## src/rtl/bus_pkg.sv

```systemverilog
// Shared bus constants and arbiter state encoding, used by the arbiter, mux and datapath.
package bus_pkg;
  localparam int N_REQ = 8;
  localparam int SEL_W = 3;
  localparam int CNT_W = 4;

  typedef enum logic {
    ST_IDLE  = 1'b0,
    ST_OWNED = 1'b1
  } arb_state_t;
endpackage

```

## src/rtl/rr_pick.sv

```systemverilog
// Rotating priority search: first set bit of i_vec at or above i_base, wrapping 7->0.
// Purely combinational.
module rr_pick
  import bus_pkg::*;
(
  input  logic [N_REQ-1:0] i_vec,
  input  logic [SEL_W-1:0] i_base,
  output logic [SEL_W-1:0] o_idx,
  output logic             o_found
);

  logic [SEL_W-1:0] w_pos;

  always_comb begin
    o_idx   = '0;
    o_found = 1'b0;
    w_pos   = '0;
    for (int k = 0; k < N_REQ; k++) begin
      // Index arithmetic is SEL_W bits wide, so the wrap falls out of the overflow.
      w_pos = i_base + k[SEL_W-1:0];
      if (!o_found && i_vec[w_pos]) begin
        o_idx   = w_pos;
        o_found = 1'b1;
      end
    end
  end

endmodule

```

## src/rtl/bus_arbiter.sv

```systemverilog
// 8-way round-robin bus arbiter with a bounded tenure while others wait.
// Decisions in cycle t appear on grant/key/bus_en in cycle t+1; handovers have no idle bubble.
module bus_arbiter
  import bus_pkg::*;
#(
  parameter int MAX_HOLD = 4
) (
  input  logic             clock,
  input  logic             reset,
  input  logic [N_REQ-1:0] req,
  output logic [N_REQ-1:0] grant,
  output logic [SEL_W-1:0] key,
  output logic             bus_en
);

  localparam logic [CNT_W-1:0] LP_MAX = CNT_W'(MAX_HOLD);

  arb_state_t       r_state, w_state_nxt;
  logic [CNT_W-1:0] r_cnt, w_cnt_nxt;
  logic [SEL_W-1:0] r_ptr, w_ptr_nxt;
  logic [N_REQ-1:0] r_grant, w_grant_nxt;
  logic [SEL_W-1:0] r_key, w_key_nxt;
  logic             r_bus_en;

  logic [N_REQ-1:0] w_pick_vec;
  logic [SEL_W-1:0] w_pick_idx;
  logic             w_found;
  logic             w_owner_req;
  logic             w_take;

  // ptr is always owner+1 while OWNED, so one picker serves both states;
  // only the owner bit needs masking when looking for a successor.
  assign w_pick_vec  = (r_state == ST_OWNED) ? (req & ~r_grant) : req;
  assign w_owner_req = |(req & r_grant);

  rr_pick u_pick (
    .i_vec   (w_pick_vec),
    .i_base  (r_ptr),
    .o_idx   (w_pick_idx),
    .o_found (w_found)
  );

  always_comb begin
    w_state_nxt = r_state;
    w_cnt_nxt   = r_cnt;
    w_ptr_nxt   = r_ptr;
    w_grant_nxt = r_grant;
    w_key_nxt   = r_key;
    w_take      = 1'b0;
    case (r_state)
      ST_IDLE: begin
        if (w_found) begin
          w_take = 1'b1;
        end else begin
          w_grant_nxt = '0;
          w_cnt_nxt   = '0;
        end
      end
      ST_OWNED: begin
        if (!w_owner_req) begin
          if (w_found) begin
            w_take = 1'b1;
          end else begin
            w_state_nxt = ST_IDLE;
            w_grant_nxt = '0;
            w_cnt_nxt   = '0;
          end
        end else if (r_cnt < LP_MAX) begin
          w_cnt_nxt = r_cnt + 1'b1;
        end else if (w_found) begin
          w_take = 1'b1;
        end else begin
          w_cnt_nxt = LP_MAX;
        end
      end
      default: begin
        w_state_nxt = ST_IDLE;
        w_grant_nxt = '0;
        w_cnt_nxt   = '0;
      end
    endcase
    if (w_take) begin
      w_state_nxt = ST_OWNED;
      w_grant_nxt = {{(N_REQ-1){1'b0}}, 1'b1} << w_pick_idx;
      w_key_nxt   = w_pick_idx;
      w_cnt_nxt   = {{(CNT_W-1){1'b0}}, 1'b1};
      w_ptr_nxt   = w_pick_idx + 1'b1;
    end
  end

  always_ff @(posedge clock) begin
    if (reset) begin
      r_state  <= ST_IDLE;
      r_cnt    <= '0;
      r_ptr    <= '0;
      r_grant  <= '0;
      r_key    <= '0;
      r_bus_en <= 1'b0;
    end else begin
      r_state  <= w_state_nxt;
      r_cnt    <= w_cnt_nxt;
      r_ptr    <= w_ptr_nxt;
      r_grant  <= w_grant_nxt;
      r_key    <= w_key_nxt;
      r_bus_en <= |w_grant_nxt;
    end
  end

  assign grant  = r_grant;
  assign key    = r_key;
  assign bus_en = r_bus_en;

endmodule

```

## config.mk

```make
export PLATFORM = sky130hd
export DESIGN_NAME = bus_arbiter
export DESIGN_NICKNAME = d
export VERILOG_FILES = /design/src/rtl/bus_pkg.sv /design/src/rtl/rr_pick.sv /design/src/rtl/bus_arbiter.sv
export SDC_FILE = /design/constraint.sdc
export NUM_CORES = 1
export LEC_CHECK = 0
export CAP_MARGIN = 10
export CORE_MARGIN = 2
export CORE_UTILIZATION = 40
export DETAILED_ROUTE_END_ITERATION = 7
export PLACE_DENSITY = 0.65
export SLEW_MARGIN = 15
export SYNTH_ARGS = -nofsm -noshare
export SYNTH_HDL_FRONTEND = slang
export SYNTH_SLANG_ARGS = --single-unit
```

## constraint.sdc

```tcl
create_clock -name clock -period 3.6 [get_ports clock]
set_clock_uncertainty 0.05 [all_clocks]
set_input_delay 0.72 -clock clock [delete_from_list [all_inputs] [get_ports clock]]
set_output_delay 0.72 -clock clock [all_outputs]
set_load 0.01 [all_outputs]
```

==> reports/metrics.cfg, run 1 <==
[run_status]
status=completed

[worst_setup_path]
crit_path_max_fanout=5
cp_slowest_stage_delay_ns=0.58
cp.required_ns=3.66
start_kind=primary input
crit_type=primary input to flop
r2r-start=r_ptr[1]$_SDFFE_PP0P_
cp.arrival_ns=3.57
reg2regPathDepth=13
r2r_setup_slack_ns=0.16
r2r_end=bus_en$_SDFF_PP0_
end_kind=flop
cp_num_cells=13
cp.buffers_inverters=3
critPathSlowestCell=mux4_2
cp_top_family=compound AO/OA/AOI/OAI gates
worstPathCellList=dlygate4sd2_1 > a21boi_4 > buf_4 > mux2_2 > mux4_2 > o21ai_2 > and2_1 > o32a_4 > inv_2 > ha_2 > or3_4 > a21oi_4 > a41oi_2

[cells_and_area]
fin_area_sq_um=2990
multi_input_comb_area_sq_um=1730
antennaDiodeCount=0
syn2layout_area_growth_pct=48.72
postLayoutCoreUtil_pct=62.48
seq_area_sq_um=401.6
drive_gt1_share_pct=48.20
nNetsFinal=297
nFillCells=371

[grt]
grt_first_pass_wirelength_mm=9.777
antenna_found_initial=0
grt_usage_pct=22.87
grt_max_degree=20
overflow=0
grt_pass1_vias=1931

[synthesis]
yosysTopAreaCell=dfxtp_1
synth_edf_count=0
synth-warning-count=0
dominantRegCellSynth=dfxtp_1
synth_area_per_cell_sq_um=9.905
synth-seq-cells=20
synth_top_cell_area_share_pct=19.91
syn_inst=203
synthesis.nets=221
syn-cell-area_sq_um=2011
synth_seq_area_share_pct=19.91
async_reset_ff_share_pct=0
synth_cell_types=62
netlist_top_cells_area=dfxtp_1 (20%), mux4_2 (12%), a21boi_2 (5.0%)

[floorplan]
dieArea_sq_um=5610
die_h_microns=74.90
std_cell_rows=25
floorplan.initialDensity_pct=42.01
core_area_sq_um=4786
fp.dieW_microns=74.90
io_pins=22

[power_and_ir_drop]
power.density_nw_per_um2=1044
ir_worst_vdd_mv=0.5633
leakagePower_nw=1.202

[timing]
fmax_mhz=284.9
slew_violations=0
max_slew_margin_pct=48.20
final.period_utilization_pct=97.50
hold_viol=0
fin_crit_ns=3.510
fin_setup_tns_ns=0
finalSetupViolCount=0
tightest_slew_ns=0.7746

[detailed_routing]
routed_via_density=5.870
drt_iter0_markers=204
routed_wirelength_mm=6.179
wl_per_cell_microns=17.91
drc=0
antenna_left=0
via_count=2025
dr.pass1.iters=5

[cts]
path_clk_slew_ns=0.07
cts_sinks=20
clock-root-buffer=clkbuf_8
cts_buffers=3
clk_latency_ns=0.26
cts_buffer_depth=2
htreeDepth=1
cts_tree=yes

[min_path]
worstHoldStart=key[2]$_SDFFE_PP0P_
hold_end=key[2]$_SDFFE_PP0P_
hold_path_class=flop to flop
min_path_cells=2

[run]
maxCapViolCount=0

[placed_design]
postPlaceCellArea_sq_um=2539
post-dp-hpwl_mm=4.238
io_buffer_count=21
gp_congestion=0.9386

cells by family after synthesis:
group                    Yosys count  share of synthesized area [%]
flip-flops                        20                          19.91
AND/OR/NAND/NOR                   63                          16.24
other                              1                         0.1865
buffers and inverters             19                          5.165
multiplexers                      31                          25.70
XOR/XNOR                           3                          1.681
AO/OA/AOI/OAI                     58                          26.14
adder cells (fa/ha/maj)            8                          4.978
cells in the final DEF, fill, tap and decap left out, drive strengths merged, types with 6 or more instances in the layout:
cell type / count
a21boi: 9
a21oi: 9
a22oi: 14
buf: 61
clkdlybuf4s50: 13
dfxtp: 20
ha: 8
inv: 7
mux2: 6
mux2i: 13
mux4: 12
nand2: 14
nor2: 24
worst max path at each step:
stage | startpoint | to | slack, ns
finish | req[0] | bus_en$_SDFF_PP0_ | 0.09
CTS | req[6] | bus_en$_SDFF_PP0_ | 0.001
global route | req[0] | bus_en$_SDFF_PP0_ | -0.05
detailed placement | req[7] | bus_en$_SDFF_PP0_ | -0.58
global placement | req[2] | bus_en$_SDFF_PP0_ | -0.49
floorplan | r_ptr[1]$_SDFFE_PP0P_ | bus_en$_SDFF_PP0_ | 0.01
cell usage after synthesis, types with 2 or more instances:
cell / number
buf_2: 2
o22ai_1: 3
o31ai_1: 2
inv_1: 5
mux2i_1: 9
a21boi_2: 9
nand2_1: 14
clkbuf_1: 2
dfxtp_1: 20
mux2_2: 4
a22oi_1: 13
buf_6: 2
and2_1: 3
inv_2: 2
mux2i_4: 3
a211oi_2: 3
buf_4: 4
and4_4: 2
a21oi_1: 8
nor2_1: 24
nand3_1: 5
nor3_1: 5
nand4_1: 2
ha_1: 8
mux4_2: 11
o21ai_1: 2
report_power, final:
part	switching (mW)	leakage (nW)	internal (mW)	total (mW)
clock network	0.0752	0.0288	0.0974	0.173
registers	0.0792	0.165	0.282	0.361
logic	1.23	1.01	1.36	2.59
total	1.38	1.20	1.74	3.12
worst min-delay path: stages, from the launching register on:
cell and delay (ns):
dfxtp_1 0.31, nor2_1 0.09, nor3_1 0.04
sequential cells by signal (all words and copies together), names as in the netlist:
name	cells
r_cnt	4
grant	8
bus_en	1
r_ptr	3
r_state	1
key	3
metal layers:
metal / GRT usage [%] / part of all wire (%)
met1: 31.77 / 43
met2: 36.45 / 48
met3: 4.016 / 7.3
met4: 6.944 / 1.5
met5: 0 / 0
final cells by class:
type                            instances  area share [%]
Timing Repair Buffer                   82           22.93
Multi-Input combinational cell        164           57.87
Clock buffer                            4           1.841
Inverter                                8           1.130
Sequential cell                        20           13.43
Tap cell                               67           2.803
timing repair:
item                                    CTS  global route
buffers inserted                         13             8
endpoints found under the setup margin    3             2
pin swaps                                13            13
gates resized for setup                  40            19
hold buffers                              0             0
metrics by stage:
step | hold WS (ns) | power, mW | std cells | setup slack [ns]
floorplan | 0.4595 | 1.678 | 203 | 0.01461
global placement | 0.4302 | 2.352 | 321 | -0.4856
detailed placement | 0.4282 | 2.360 | 321 | -0.5791
CTS | 0.4420 | 2.819 | 338 | 0.001353
global route | 0.4661 | 3.332 | 345 | -0.04960
finish | 0.4375 | 3.123 | 345 | 0.08994
No activity file was read; power rests on OpenSTA's default activity.
==> run 2: changes to the inputs <==
--- a/config.mk
+++ b/config.mk
@@ -6,10 +6,12 @@
 export NUM_CORES = 1
 export LEC_CHECK = 0
 export CAP_MARGIN = 10
+export CELL_PAD_IN_SITES_DETAIL_PLACEMENT = 0
+export CELL_PAD_IN_SITES_GLOBAL_PLACEMENT = 1
 export CORE_MARGIN = 2
 export CORE_UTILIZATION = 40
 export DETAILED_ROUTE_END_ITERATION = 7
-export PLACE_DENSITY = 0.65
+export PLACE_DENSITY = 0.79
 export SLEW_MARGIN = 15
 export SYNTH_ARGS = -nofsm -noshare
 export SYNTH_HDL_FRONTEND = slang
==> run 2 against run 1 <==
  * Sequential power down 1%
  * Worst hold slack better by 0.013 ns
  * Total power down 9.4%
  * Combinational power down 13%
  * Cell count down 1.4%
  * Sequential share of layout area up 0.62 points
  * Count of clock-buffer cells in the layout down 1
  * Maximum frequency down 0.10%
  * Largest cell class unchanged
  * Largest power group unchanged
  * Highest routed layer unchanged
==> reports/metrics.cfg, run 2 (synthesis results as in run 1) <==
[min_path]
worstHoldStart=key[0]$_SDFFE_PP0P_
hold_path_class=flop to flop

[grt]
grt.met3_usage_pct=1.874  ; -2.1 points
overflow=0  ; unchanged
busiest_layer=met2
grt_pass1_vias=1848  ; -4.3%
grt_first_pass_wirelength_mm=9.142  ; -6.5%
use_met1_pct=28.93  ; -2.8 points
antenna_found_initial=0  ; unchanged
grt.met2_usage_pct=36.45  ; unchanged
grt_max_degree=20  ; unchanged
grt_usage_pct=21.10  ; -1.8 points

[worst_setup_path]
start_kind=primary input
crit_path_max_fanout=5  ; unchanged
r2r-start=r_ptr[0]$_SDFFE_PP0P_
crit_type=primary input to flop
cp.required_ns=3.66  ; about the same
end_kind=flop
crit_start=req[5]
cp.arrival_ns=3.57  ; about the same

[timing]
hold_viol=0  ; unchanged
whs_ns=0.4507  ; +0.01310 ns
tightest_slew_ns=0.7545  ; -0.02013 ns
fmax_mhz=284.6  ; -0.10%
slew_violations=0  ; unchanged
fin_setup_tns_ns=0  ; unchanged
final.period_utilization_pct=97.60  ; +0.10 points
fin_crit_ns=3.514  ; +0.003634 ns
finalSetupViolCount=0  ; unchanged
rsz0062_at_grt=no
max_slew_margin_pct=49.54  ; +1.3 points

[cts]
clock-root-buffer=clkbuf_8
clk_latency_ns=0.26  ; about the same
htreeDepth=1  ; unchanged
path_clk_slew_ns=0.08  ; about the same
cts_sinks=20  ; unchanged
cts_tree=yes
cts_buffer_depth=2  ; unchanged
cts_buffers=3  ; unchanged

[floorplan]
core_area_sq_um=4786  ; unchanged
floorplan.initialDensity_pct=42.01  ; unchanged
die_h_microns=74.90  ; unchanged
std_cell_rows=25  ; unchanged
dieArea_sq_um=5610  ; unchanged
fp.dieW_microns=74.90  ; unchanged
io_pins=22  ; unchanged

[detailed_routing]
drt_iter0_markers=95  ; -53%
drc=0  ; unchanged
wl_per_cell_microns=16.86  ; -5.9%
routed_via_density=5.668  ; -3.4%
antenna_left=0  ; unchanged
dr.pass1.iters=5  ; unchanged
via_count=1927  ; -4.8%
routed_wirelength_mm=5.732  ; -7.2%

[cells_and_area]
nNetsFinal=292  ; -1.7%
final_common_cell=buf_4
largest_reg_flops=8  ; unchanged
layout_common_cells=buf_4 (56), nor2_1 (24), dfxtp_1 (20), nand2_1 (13), clkdlybuf4s50_1 (13)
syn2layout_area_growth_pct=41.75
postLayoutCoreUtil_pct=59.56  ; -2.9 points
fin_area_sq_um=2850  ; -4.7%
drive_gt1_share_pct=43.22  ; -5.0 points
antennaDiodeCount=0  ; unchanged

[power_and_ir_drop]
power.density_nw_per_um2=992.8  ; -4.9%
ir_worst_vdd_mv=0.5722  ; +1.6%
total_power_mw=2.830  ; -9.4%
leakagePower_nw=1.170  ; -2.7%

[run_status]
status=completed

[placed_design]
postPlaceCellArea_sq_um=2569  ; +1.2%
gp_congestion=0.9014  ; -4.0%
io_buffer_count=21  ; unchanged
post-dp-hpwl_mm=4.367  ; +3.0%

[run]
maxCapViolCount=0  ; unchanged

run 2: cell types whose count changed in the layout (fill, tap and decap cells not counted), moves of 3 or more:
| cell | before | now |
|---|---|---|
| ha_4 | 3 | 0 |
| dlygate4sd2_1 | 2 | 8 |
| buf_6 | 6 | 0 |
| clkdlybuf4s15_1 | 4 | 0 |
| ha_1 | 3 | 6 |
run 2: stage by stage:
| stage | std cells | setup WS [ns] |
|---|---|---|
| 2_1_floorplan | 203 | 0.01461 |
| 3_3_place_gp | 325 | -0.3995 |
| 3_5_place_dp | 325 | -0.4109 |
| 4_1_cts | 339 | 0.1141 |
| 5_1_grt | 340 | 0.006504 |
| 6_report | 340 | 0.08631 |
run 2: final cells by class:
type	instances	area (sq um)
Inverter	8	30.03
Timing Repair Buffer	77	620.6
Sequential cell	20	400.4
Clock inverter	1	30.03
Fill cell	401	1936
Clock buffer	3	41.29
Tap cell	67	83.83
Multi-Input combinational cell	164	1644
run 2: routing by layer:
| layer | part of all wire (%) | up-vias |
|---|---|---|
| met1 | 43 | 937 |
| met3 | 5.3 | 8 |
| met4 | 1.2 | 0 |
| met5 | 0 | - |
| met2 | 51 | 52 |
| li1 | - | 930 |
run 2: where the power goes:
part	total [mW]	internal [mW]	leakage [nW]	switching [mW]
sequential	0.357	0.281	0.165	0.0763
clock	0.221	0.148	0.0357	0.0731
combinational	2.25	1.18	0.969	1.07
total	2.83	1.61	1.17	1.22
run 2: final timing paths:
kind,cells after the start,slack [ns],endpoint
hold reg to reg,2,0.45,key[0]$_SDFFE_PP0P_
hold / removal,2,0.45,key[0]$_SDFFE_PP0P_
setup / recovery,12,0.09,bus_en$_SDFF_PP0_
setup reg to reg,11,0.19,bus_en$_SDFF_PP0_
run 2: timing repair:
item	CTS	global route
hold buffers	0	0
setup buffers	10	1
gates resized for setup	29	2
pin swaps	9	4
setup endpoints to repair	1	1
run 2: worst max-delay path, stage by stage:
cell and delay [ns]:
dlygate4sd2_1 0.25, a21boi_4 0.16, mux4_2 0.53, buf_4 0.16, mux2i_4 0.17, and4_4 0.28
a221oi_2 0.07, o32a_4 0.41, ha_2 0.20, or3_1 0.36, a21oi_2 0.15, a41oi_2 0.11
==> run 3: changes to the inputs <==
--- a/config.mk
+++ b/config.mk
@@ -12,6 +12,7 @@
 export CORE_UTILIZATION = 40
 export DETAILED_ROUTE_END_ITERATION = 7
 export PLACE_DENSITY = 0.79
+export SKIP_LAST_GASP = 1
 export SLEW_MARGIN = 15
 export SYNTH_ARGS = -nofsm -noshare
 export SYNTH_HDL_FRONTEND = slang
==> results of run 3 <==
No change in the layout: final DEF, timing and power equal those of run 2.
